===== src/rtl/calc_pkg.sv =====
// Shared definitions for the calculator sequencer and the arithmetic unit result mux.
// Holds the datapath width, the opcode map and the sequencer state encoding.
package calc_pkg;

    localparam int DATA_WIDTH = 16;
    localparam int OP_WIDTH   = 3;

    localparam logic [OP_WIDTH-1:0] OP_NOP  = 3'd0;
    localparam logic [OP_WIDTH-1:0] OP_LOAD = 3'd1;
    localparam logic [OP_WIDTH-1:0] OP_ADD  = 3'd2;
    localparam logic [OP_WIDTH-1:0] OP_SUB  = 3'd3;
    localparam logic [OP_WIDTH-1:0] OP_MUL  = 3'd4;
    localparam logic [OP_WIDTH-1:0] OP_DIV  = 3'd5;

    typedef enum logic [1:0] {
        ST_IDLE = 2'd0,
        ST_EXEC = 2'd1,
        ST_ERR  = 2'd2
    } state_t;

    // Opcodes that need the external units and therefore a settle period
    function automatic logic is_arith(input logic [OP_WIDTH-1:0] op);
        return (op == OP_ADD) || (op == OP_SUB) || (op == OP_MUL) || (op == OP_DIV);
    endfunction

endpackage


===== src/rtl/settle_timer.sv =====
// Down-counter that is loaded with a settle count and flags expiry at zero.
// Intended for reuse by any wrapper that waits on a multi-cycle unit.
module settle_timer #(
    parameter int CW = 4
) (
    input  logic          clk,
    input  logic          rst,
    input  logic          load,
    input  logic          abort,
    input  logic [CW-1:0] load_val,
    output logic          expired
);

    logic [CW-1:0] cnt;

    always_ff @(posedge clk) begin
        if (rst || abort) begin
            cnt <= '0;
        end else if (load) begin
            cnt <= load_val;
        end else if (cnt != '0) begin
            cnt <= cnt - CW'(1);
        end
    end

    assign expired = (cnt == '0);

endmodule


===== src/rtl/calc_sequencer.sv =====
// Chained-calculator sequencer: registers operands for the arithmetic units,
// waits for them to settle, then captures the selected result into the accumulator.
import calc_pkg::*;

module calc_sequencer #(
    parameter int WIDTH  = DATA_WIDTH,
    parameter int SETTLE = 2
) (
    input  logic                clk,
    input  logic                rst,
    input  logic                start,
    input  logic [OP_WIDTH-1:0] opcode,
    input  logic [WIDTH-1:0]    operand,
    input  logic                signed_mode,
    input  logic                clear,
    output logic [WIDTH-1:0]    alu_a,
    output logic [WIDTH-1:0]    alu_b,
    output logic [OP_WIDTH-1:0] alu_op,
    output logic                alu_sign,
    input  logic [WIDTH-1:0]    alu_result,
    input  logic                alu_error,
    output logic [WIDTH-1:0]    acc,
    output logic                busy,
    output logic                done,
    output logic                err
);

    localparam int SETTLE_W = 4;

    state_t state;
    logic   launch;
    logic   timer_expired;

    assign launch = (state == ST_IDLE) && start && !clear && is_arith(opcode);

    settle_timer #(.CW(SETTLE_W)) u_timer (
        .clk      (clk),
        .rst      (rst),
        .load     (launch),
        .abort    (clear),
        .load_val (SETTLE_W'(SETTLE - 1)),
        .expired  (timer_expired)
    );

    // clear outranks start everywhere; unit inputs are only rewritten on launch
    always_ff @(posedge clk) begin
        if (rst) begin
            state    <= ST_IDLE;
            acc      <= '0;
            alu_a    <= '0;
            alu_b    <= '0;
            alu_op   <= OP_NOP;
            alu_sign <= 1'b0;
            busy     <= 1'b0;
            done     <= 1'b0;
            err      <= 1'b0;
        end else begin
            done <= 1'b0;
            case (state)
                ST_IDLE: begin
                    if (clear) begin
                        acc <= '0;
                        err <= 1'b0;
                    end else if (start) begin
                        if (is_arith(opcode)) begin
                            alu_a    <= acc;
                            alu_b    <= operand;
                            alu_op   <= opcode;
                            alu_sign <= signed_mode;
                            busy     <= 1'b1;
                            state    <= ST_EXEC;
                        end else begin
                            if (opcode == OP_LOAD) begin
                                acc <= operand;
                            end
                            done <= 1'b1;
                        end
                    end
                end
                ST_EXEC: begin
                    if (clear) begin
                        acc   <= '0;
                        err   <= 1'b0;
                        busy  <= 1'b0;
                        state <= ST_IDLE;
                    end else if (timer_expired) begin
                        busy <= 1'b0;
                        if (alu_error) begin
                            err   <= 1'b1;
                            state <= ST_ERR;
                        end else begin
                            acc   <= alu_result;
                            done  <= 1'b1;
                            state <= ST_IDLE;
                        end
                    end
                end
                ST_ERR: begin
                    if (clear) begin
                        acc   <= '0;
                        err   <= 1'b0;
                        state <= ST_IDLE;
                    end
                end
                default: state <= ST_IDLE;
            endcase
        end
    end

endmodule


===== config.mk =====
export PLATFORM = sky130hd
export DESIGN_NAME = calc_sequencer
export DESIGN_NICKNAME = d
export VERILOG_FILES = /design/src/rtl/calc_pkg.sv /design/src/rtl/settle_timer.sv /design/src/rtl/calc_sequencer.sv
export SDC_FILE = /design/constraint.sdc
export NUM_CORES = 1
export LEC_CHECK = 0
export CAP_MARGIN = 20
export CELL_PAD_IN_SITES_DETAIL_PLACEMENT = 0
export CELL_PAD_IN_SITES_GLOBAL_PLACEMENT = 1
export CORE_MARGIN = 2
export CORE_UTILIZATION = 30
export DETAILED_ROUTE_END_ITERATION = 10
export HOLD_SLACK_MARGIN = 0.15
export PLACE_DENSITY_LB_ADDON = 0.1
export SYNTH_ARGS = -nofsm -noshare
export SYNTH_HDL_FRONTEND = slang
export SYNTH_SLANG_ARGS = --single-unit

===== constraint.sdc =====
create_clock -name clk -period 3.5 [get_ports clk]
set_clock_uncertainty 0.2 [all_clocks]
set_input_delay 0.7 -clock clk [delete_from_list [all_inputs] [get_ports clk]]
set_output_delay 0.7 -clock clk [all_outputs]
set_load 0.02 [all_outputs]

### Word-level counts from Yosys, hierarchy flattened

Index checks and enable logic that the tools add are counted.

* flip-flop bits (word level): 61
* bits of input ports: 41
* output and inout bits: 55

* $add $sub $neg: 1
* eq/ne operators: 18
* multiplexer cells: 37
* bitwise gates (word level): 1
* reductions and logical operators: 22

Operators with widths (count)
* 2-to-1 mux 16 bit: 8
* one-hot mux 16 bit (3 select lines): 1
* 2-to-1 mux 1 bit: 17
* inequality test 3 bit, second input constant: 5
* 2-to-1 mux 2 bit: 7
* AND reduction 5 bit: 2
* AND reduction 4 bit: 2
* AND reduction 7 bit: 1
* equality test 3 x 2 -> 1 bit, second input constant: 2
* equality test 3 bit, second input constant: 2
* inequality test 2 bit, second input constant: 3
* one-hot mux 1 bit (2 select lines): 3
* one-hot mux 2 bit (3 select lines): 1
* nonzero test 2 bit: 3
* logical NOT 4 bit: 1
* logical OR 1 bit: 4
* inequality test 2 x 1 -> 1 bit, second input constant: 2
* nonzero test 4 bit: 1
* OR reduction 2 bit: 2
* subtractor 4 x 1 -> 4 bit, second input constant: 1
* equality test 3 x 1 -> 1 bit, second input constant: 1
* logical AND 1 bit: 3
* inequality test 3 x 2 -> 1 bit, second input constant: 1
* nonzero test 3 bit: 1
* 5 further kinds: 5

### Depth between registers and ports, before layout

Gate-level depths: netlist of run 1.

* depth in word-level cells: 8
* mapped depth: 8
* depth with buffers taken out: 6

### Hierarchy

From an unflattened synthesis of run 1, not the netlist that was laid out.

* cells, all modules: 361
* area total of the unflattened synthesis: 2912.8 um^2

By module, submodules not included
* calc_sequencer: instances 1, cells each 336, area an instance 2678.8 um^2
* settle_timer: instances 1, cells each 25, area an instance 234.0 um^2

### Worst setup path after synthesis of run 1

Ideal clock, no wire load.

* path kind: input to register
* start point: input port alu_error
* end point: register acc[10]
* data arrival time: 1.917 ns
* slack: 1.245 ns
* stages on the path: 5
* buffers on the path: 1
* cells stage by stage: or4b_1 a221o_1 buf_2 nand3_1 o31ai_2

* longest elaborated chain between the ends: 2

Ends and longest elaborated chain
* from (decl): RTL line calc_sequencer.sv:21 `input logic alu_error,`
* inequality test 3 bit (no line)
* AND reduction 7 bit (no line)
* to (signal assigned): RTL line calc_sequencer.sv:74 `acc <= operand;`
* to (signal assigned): RTL line calc_sequencer.sv:92 `acc <= alu_result;`
* to (decl): RTL line calc_sequencer.sv:22 `output logic [WIDTH-1:0] acc,`

Every way passes these cells.
A chain may end at the register's enable or synchronous reset.

### Worst setup path in the final report of run 1

* start point: input port opcode[1]
* end point: register acc[15]

* longest elaborated chain between the ends: 6

Ends and longest elaborated chain
* from (decl): RTL line calc_sequencer.sv:12 `input logic [OP_WIDTH-1:0] opcode,`
* equality test 3 x 2 -> 1 bit: RTL line calc_pkg.sv:23 `return (op == OP_ADD) || (op == OP_SUB) || (op == OP_MUL) || (op == OP_DIV);`
* logical OR 1 bit (3 in series): RTL line calc_pkg.sv:23
* inequality test 3 bit (no line)
* AND reduction 7 bit (no line) (*)

Mark *: on every way between the ends. The rest lies on a longest branch, timed or not.

==> results of run 1 <==
==> stage by stage <==
stage	setup WS [ns]	util, %	hold WS [ns]
2_1_floorplan	1.245	-	0.2825
3_3_place_gp	0.6648	42.78	0.2412
3_5_place_dp	0.6400	42.87	0.2463
4_1_cts	1.012	45.19	0.2565
5_1_grt	0.8820	45.19	0.2718
6_report	1.002	45.19	0.2537
==> kinds of logic after synthesis <==
family,after synthesis
AOI/OAI and AO/OA,84
xor gates and xnor gates,4
adders and majority gates,7
buffers and inverters,29
DFF,61
and+or+nand+nor,131
==> power by group <==
| part | internal, mW | switching, mW |
|---|---|---|
| sequential | 0.742 | 0.0345 |
| combinational | 0.245 | 0.352 |
| clock | 0.345 | 0.291 |
==> how the worst max path moves through the flow <==
stage / endpoint / cells after the start
2_1_floorplan: acc[10]$_SDFFE_PP0P_ / 5
3_3_place_gp: acc[10]$_SDFFE_PP0P_ / 6
3_5_place_dp: acc[12]$_SDFFE_PP0P_ / 6
4_1_cts: acc[15]$_SDFFE_PP0P_ / 5
5_1_grt: alu_op[0]$_SDFFE_PP0P_ / 6
6_report: acc[15]$_SDFFE_PP0P_ / 5
==> routing by layer <==
layer	wire length (um)	GRT usage [%]	share of wire, %
met3	544	6.514	7.0
met4	168	6.517	2.2
met1	3791	22.56	49
met5	0	0	0
met2	3286	24.13	42
==> worst max-delay path, cell delays in order <==
cell,delay [ns]
clkdlybuf4s50_1,0.50
or4bb_1,0.52
a221o_1,0.31
buf_4,0.25
o31ai_1,0.26
==> layout make-up <==
| type | count | area (um^2) | share of cell area, % |
|---|---|---|---|
| clock buffers | 10 | 137.6 | 3.527 |
| clock inverters | 6 | 62.56 | 1.603 |
| inverters | 8 | 30.03 | 0.7695 |
| multi-input cells | 226 | 1305 | 33.44 |
| flip-flops and latches | 61 | 1221 | 31.29 |
| well taps | 108 | 135.1 | 3.463 |
| repair buffers | 103 | 1011 | 25.91 |
==> flip-flops by register name (all words and copies together) (netlist names) <==
register and count:
acc 16, alu_a 16, alu_b 16, u_timer.cnt 4, alu_op 3, state 2, alu_sign 1, busy 1
done 1, err 1
==> cells in the final DEF, fill, tap and decap left out, types with 2 or more instances in the layout <==
cell type        instances
clkinvlp_4               3
nand3_1                 16
nor2b_1                 16
inv_1                    8
nor4_1                   2
nor3b_1                  3
nor2_1                   6
xnor2_1                  4
clkbuf_8                10
clkinv_2                 2
dfxtp_1                 61
o21ai_0                  3
buf_4                    8
nand2b_1                 2
ha_1                     7
or2_2                    2
clkdlybuf4s50_1         95
nor3_1                   4
o31ai_2                 13
nand2_1                 70
or4b_1                   2
a21oi_1                 56
o31ai_1                  4
==> impl_metrics.yaml, run 1 <==
status:
  status: "finished, final reports clean"
global_routing:
  grt_pass1_wl_um: 12610
  grt_max_degree: 44
  grt_remaining_overflow: 0
  antenna_found_initial: 0
  grt_pass1_vias: 2408
  grt.total_usage_pct: 16.75
logic_synthesis:
  yosysWarnings: 0
  synth.distinct_cells: 37
  synth_compound_area_share_pct: 20.78
  synth_most_common_cell: "nand2_1"
  yosysSeqAreaShare_pct: 46.10
  synthCells: 316
  avgSynthCellArea_um2: 8.382
  dominantRegCellSynth: "dfxtp_1"
  yosysTopAreaCell: "dfxtp_1"
  synth_fa_ha_area_share_pct: 3.307
  synth_xor_area_share_pct: 1.323
  netlist_area_mm2: 0.002649
  synth.area.top_cells: "dfxtp_1, a21oi_1, nand2_1"
  async_flop_share_pct: 0
  ys_ff_latch: 61
  synthesis.nets: 364
  synthSimpleGateAreaFrac_pct: 23.76
  synth_mux_area_share_pct: 0
  synth_edf_count: 0
  synth_top_family_by_area: "simple AND/OR/NAND/NOR gates"
  synthTopCellsByCount: "nand2_1, dfxtp_1, a21oi_1"
  synth_top_area_share_pct: 46.10
timing:
  worst_slew_pin_slew_ns: 0.7012
  setup_viol: 0
  min_period_ns: 2.498
  slew_violations: 0
  hold_viol: 0
  relSlewSlack_pct: 53.25
  rsz0062_at_grt: "false"
  setup_tns_ns: 0
  period_share_pct: 71.37
  fmax_ghz: 0.4003
routing:
  num_vias: 2461
  dr.first_iter.drc_count: 84
  drt-wirelength-per-cell_um: 14.93
  drt_wl_total_um: 7791
  dr.pass1.iters: 4
  drc: 0
  final_antenna_net_count: 0
  viasPerCell: 4.715
power:
  powerDensity_mw_per_mm2: 515.0
  static-leakage-power_nw: 1.342
  ir_drop_v: 0.0001886
  total_power_mw: 2.010
clock_tree:
  cts_resized: 0
  cts_sinks: 61
  clock_latency_ns: 0.34
  cts.clk_slew.worst_paths_ns: 0.07
  post-cts-setup-buffer-count: 0
  cts_max_path_buffers: 2
  cts_tree: "done"
  root_buffer: "clkbuf_8"
  h-tree-depth: 3
  cts_buffers: 9
  cts.hold.buffers_added: 0
worst_setup_path:
  r2r-end: "acc[6]$_SDFFE_PP0P_"
  reg2reg_slack_ns: 1.23
  critPathArrivalTime_ns: 2.55
  worstPathMaxFanout: 32
  crit_path_end_kind: "register"
  worstRegToRegCells: 6
  worstPathRequired_ns: 3.56
  start_kind: "input port"
  crit_start: "opcode[1]"
  reg2reg_from: "state[1]$_SDFFE_PP0P_"
  worstSetupPathType: "input port to register"
place:
  dp_cells: 506
  routabilityCongestion: 0.7458
  portBuffers: 95
  dp_hpwl_um: 5549
  place_area_mm2: 0.003702
min_path:
  holdPathEnd: "alu_a[1]$_SDFFE_PP0P_"
  whs_path_depth: 2
  holdCritPathClass: "register to register"
  hold_start: "alu_a[1]$_SDFFE_PP0P_"
floorplan:
  coreArea_mm2: 0.008636
  die_h_um: 97.97
  start_util_pct: 30.67
  rows: 34
  pin_count: 96
  dieArea_mm2: 0.009597
  die_w_um: 97.97
run:
  drv.max_cap_violation_count: 0
finish:
  fillers: 858
  drive_gt1_share_pct: 9.903
  finalNetCount: 457
  final-instance-count-excl-fill: 522
  num_antenna_cells: 0
  finalInstanceArea_mm2: 0.003902
  area_growth_pct: 47.33
Note: power is estimated with default switching activity, not from simulation.
==> run 2, diff against run 1 <==
CORE_UTILIZATION = 29   (was 30)
clock period = 2.1 ns   (was 3.5 ns; I/O delays follow)
==> run 2 against run 1 <==
Net effect: the flow now finishes with violations (negative setup slack); utilization up 3.1 points; count of clock-buffer cells in the layout unchanged; global-route usage up 0.50 points; via count up 6.8%; power up 77%; sequential share of layout area down 2.5 points; worst setup slack worse by 1.0 ns; final cell count up 4.8%; non-clock buffer count up 26; largest cell class unchanged.
==> impl_metrics.yaml, run 2 (synthesized netlist as in run 1, its figures left out) <==
routing:
  dr.first_iter.drc_count: 69
  num_vias: 2629
  final_antenna_net_count: 0
  viasPerCell: 4.806
  dr.pass1.iters: 4
  drt-wirelength-per-cell_um: 15.28
  drt_wl_total_um: 8359
  drc: 0
finish:
  num_antenna_cells: 0
  multi_input_area_mm2: 0.001414
  seq_area_mm2: 0.001225
  fillers: 879
  area_growth_pct: 60.56
  final_common_cell: "clkdlybuf4s50_1"
  mostFrequentLayoutCells: "clkdlybuf4s50_1, nand2_1, dfxtp_1"
  top_regs: "acc x16, alu_a x16, alu_b x16"
  drive_gt1_share_pct: 19.36
  finalNetCount: 483
global_routing:
  grt_pass1_vias: 2567
  grt_pass1_wl_um: 13320
  grt_max_degree: 23
  grt_remaining_overflow: 0
  antenna_found_initial: 0
  grt.total_usage_pct: 17.25
min_path:
  whs_path_depth: 2
  holdCritPathClass: "register to register"
status:
  violations: "negative setup slack"
  status: "finished with violations"
power:
  total_power_mw: 3.567
  ir_drop_v: 0.0003505
  powerDensity_mw_per_mm2: 838.7
  static-leakage-power_nw: 1.510
timing:
  relSlewSlack_pct: 71.29
  worst_slew_pin_slew_ns: 0.4306
  period_share_pct: 100.6
  hold_viol: 0
  hold_slack_ns: 0.2540
  min_period_ns: 2.113
  fmax_ghz: 0.4732
  rsz0062_at_grt: "true"
  setup_viol: 3
  fin_ws_ns: -0.01338
  slew_violations: 0
clock_tree:
  cts.clk_slew.worst_paths_ns: 0.07
  h-tree-depth: 3
  cts_buffers: 9
  cts_max_path_buffers: 2
  root_buffer: "clkbuf_8"
  clock_latency_ns: 0.33
  cts_sinks: 61
  cts_tree: "done"
floorplan:
  die_h_um: 99.57
  start_util_pct: 30.08
  rows: 34
  pin_count: 96
  dieArea_mm2: 0.009914
  die_w_um: 99.57
  coreArea_mm2: 0.008806
worst_setup_path:
  worstPathCellList: "inv_2 -> ha_4 -> or4b_4 -> a221o_2 -> clkbuf_16 -> o31ai_4"
  start_kind: "register"
  reg2reg_slack_ns: -0.01
  slowest_delay_ns: 0.46
  worstRegToRegCells: 6
  crit_path_end_kind: "register"
  worstSetupPathType: "register to register"
  worstPathRequired_ns: 2.16
  cp_slowest_cell: "a221o_2"
  critPathArrivalTime_ns: 2.17
  crit_cells: 6
  cp_num_buf_inv: 2
  worstPathMaxFanout: 8
  critPathTopFamily: "compound AO/OA/AOI/OAI gates"
place:
  dp_hpwl_um: 6004
  portBuffers: 95
  dp_slack_ns: -0.4366
  routabilityCongestion: 0.7345
run:
  drv.max_cap_violation_count: 0
## run 2: power breakdown
part / leakage, nW / total (mW) / switching [mW] / internal, mW
Combinational: 0.931 / 1.32 / 0.701 / 0.615
Clock: 0.0843 / 0.950 / 0.495 / 0.455
Sequential: 0.495 / 1.30 / 0.0611 / 1.24
## run 2: area by class of cell
type | instances | area share, %
clock inverters | 5 | 0.8826
multi-input cells | 226 | 33.25
well taps | 108 | 3.177
flip-flops and latches | 61 | 28.80
clock buffers | 10 | 3.236
repair buffers | 129 | 29.95
inverters | 8 | 0.7061
## run 2: worst register-to-register path: stages (launching register included)
cell and delay (ns):
dfxtp_2 0.32, inv_2 0.07, ha_4 0.13, or4b_4 0.44, a221o_2 0.46, clkbuf_16 0.21
o31ai_4 0.20
## run 2: metal layers
metal  global-route usage [%]  part of all wire [%]  wire length [um]
met1                    22.89                    47              3952
met2                    26.61                    45              3769
met3                    5.060                   6.5               545
met4                    6.322                   1.1                92
met5                        0                     0                 0
## run 2: path summary, 6_finish.rpt
path                                 end                   startpoint
setup / recovery     acc[4]$_SDFFE_PP0P_  u_timer.cnt[1]$_SDFFE_PP0P_
hold / removal    alu_b[10]$_SDFFE_PP0P_       alu_b[10]$_SDFFE_PP0P_
setup reg to reg     acc[4]$_SDFFE_PP0P_  u_timer.cnt[1]$_SDFFE_PP0P_
hold reg to reg   alu_b[10]$_SDFFE_PP0P_       alu_b[10]$_SDFFE_PP0P_
## run 2: stage by stage
stage                     setup TNS, ns  cell area [um^2]  util (%)  cells
after global placement           -11.41              3885     44.12    526
after CTS                       -0.3880              4161     47.26    545
after floorplan                       0              2649         -    316
final                          -0.02643              4253     48.30    547
after global routing            -0.3990              4253     48.30    547
after detailed placement         -11.94              3885     44.12    526
## run 2: timing repair
item | in CTS | in global routing
pin swaps | 12 | 2
cloned | 2 | 0
endpoints found under the setup margin | 16 | 44
resized for setup | 19 | 15
hold buffers | 0 | 0
buffers inserted | 2 | 2
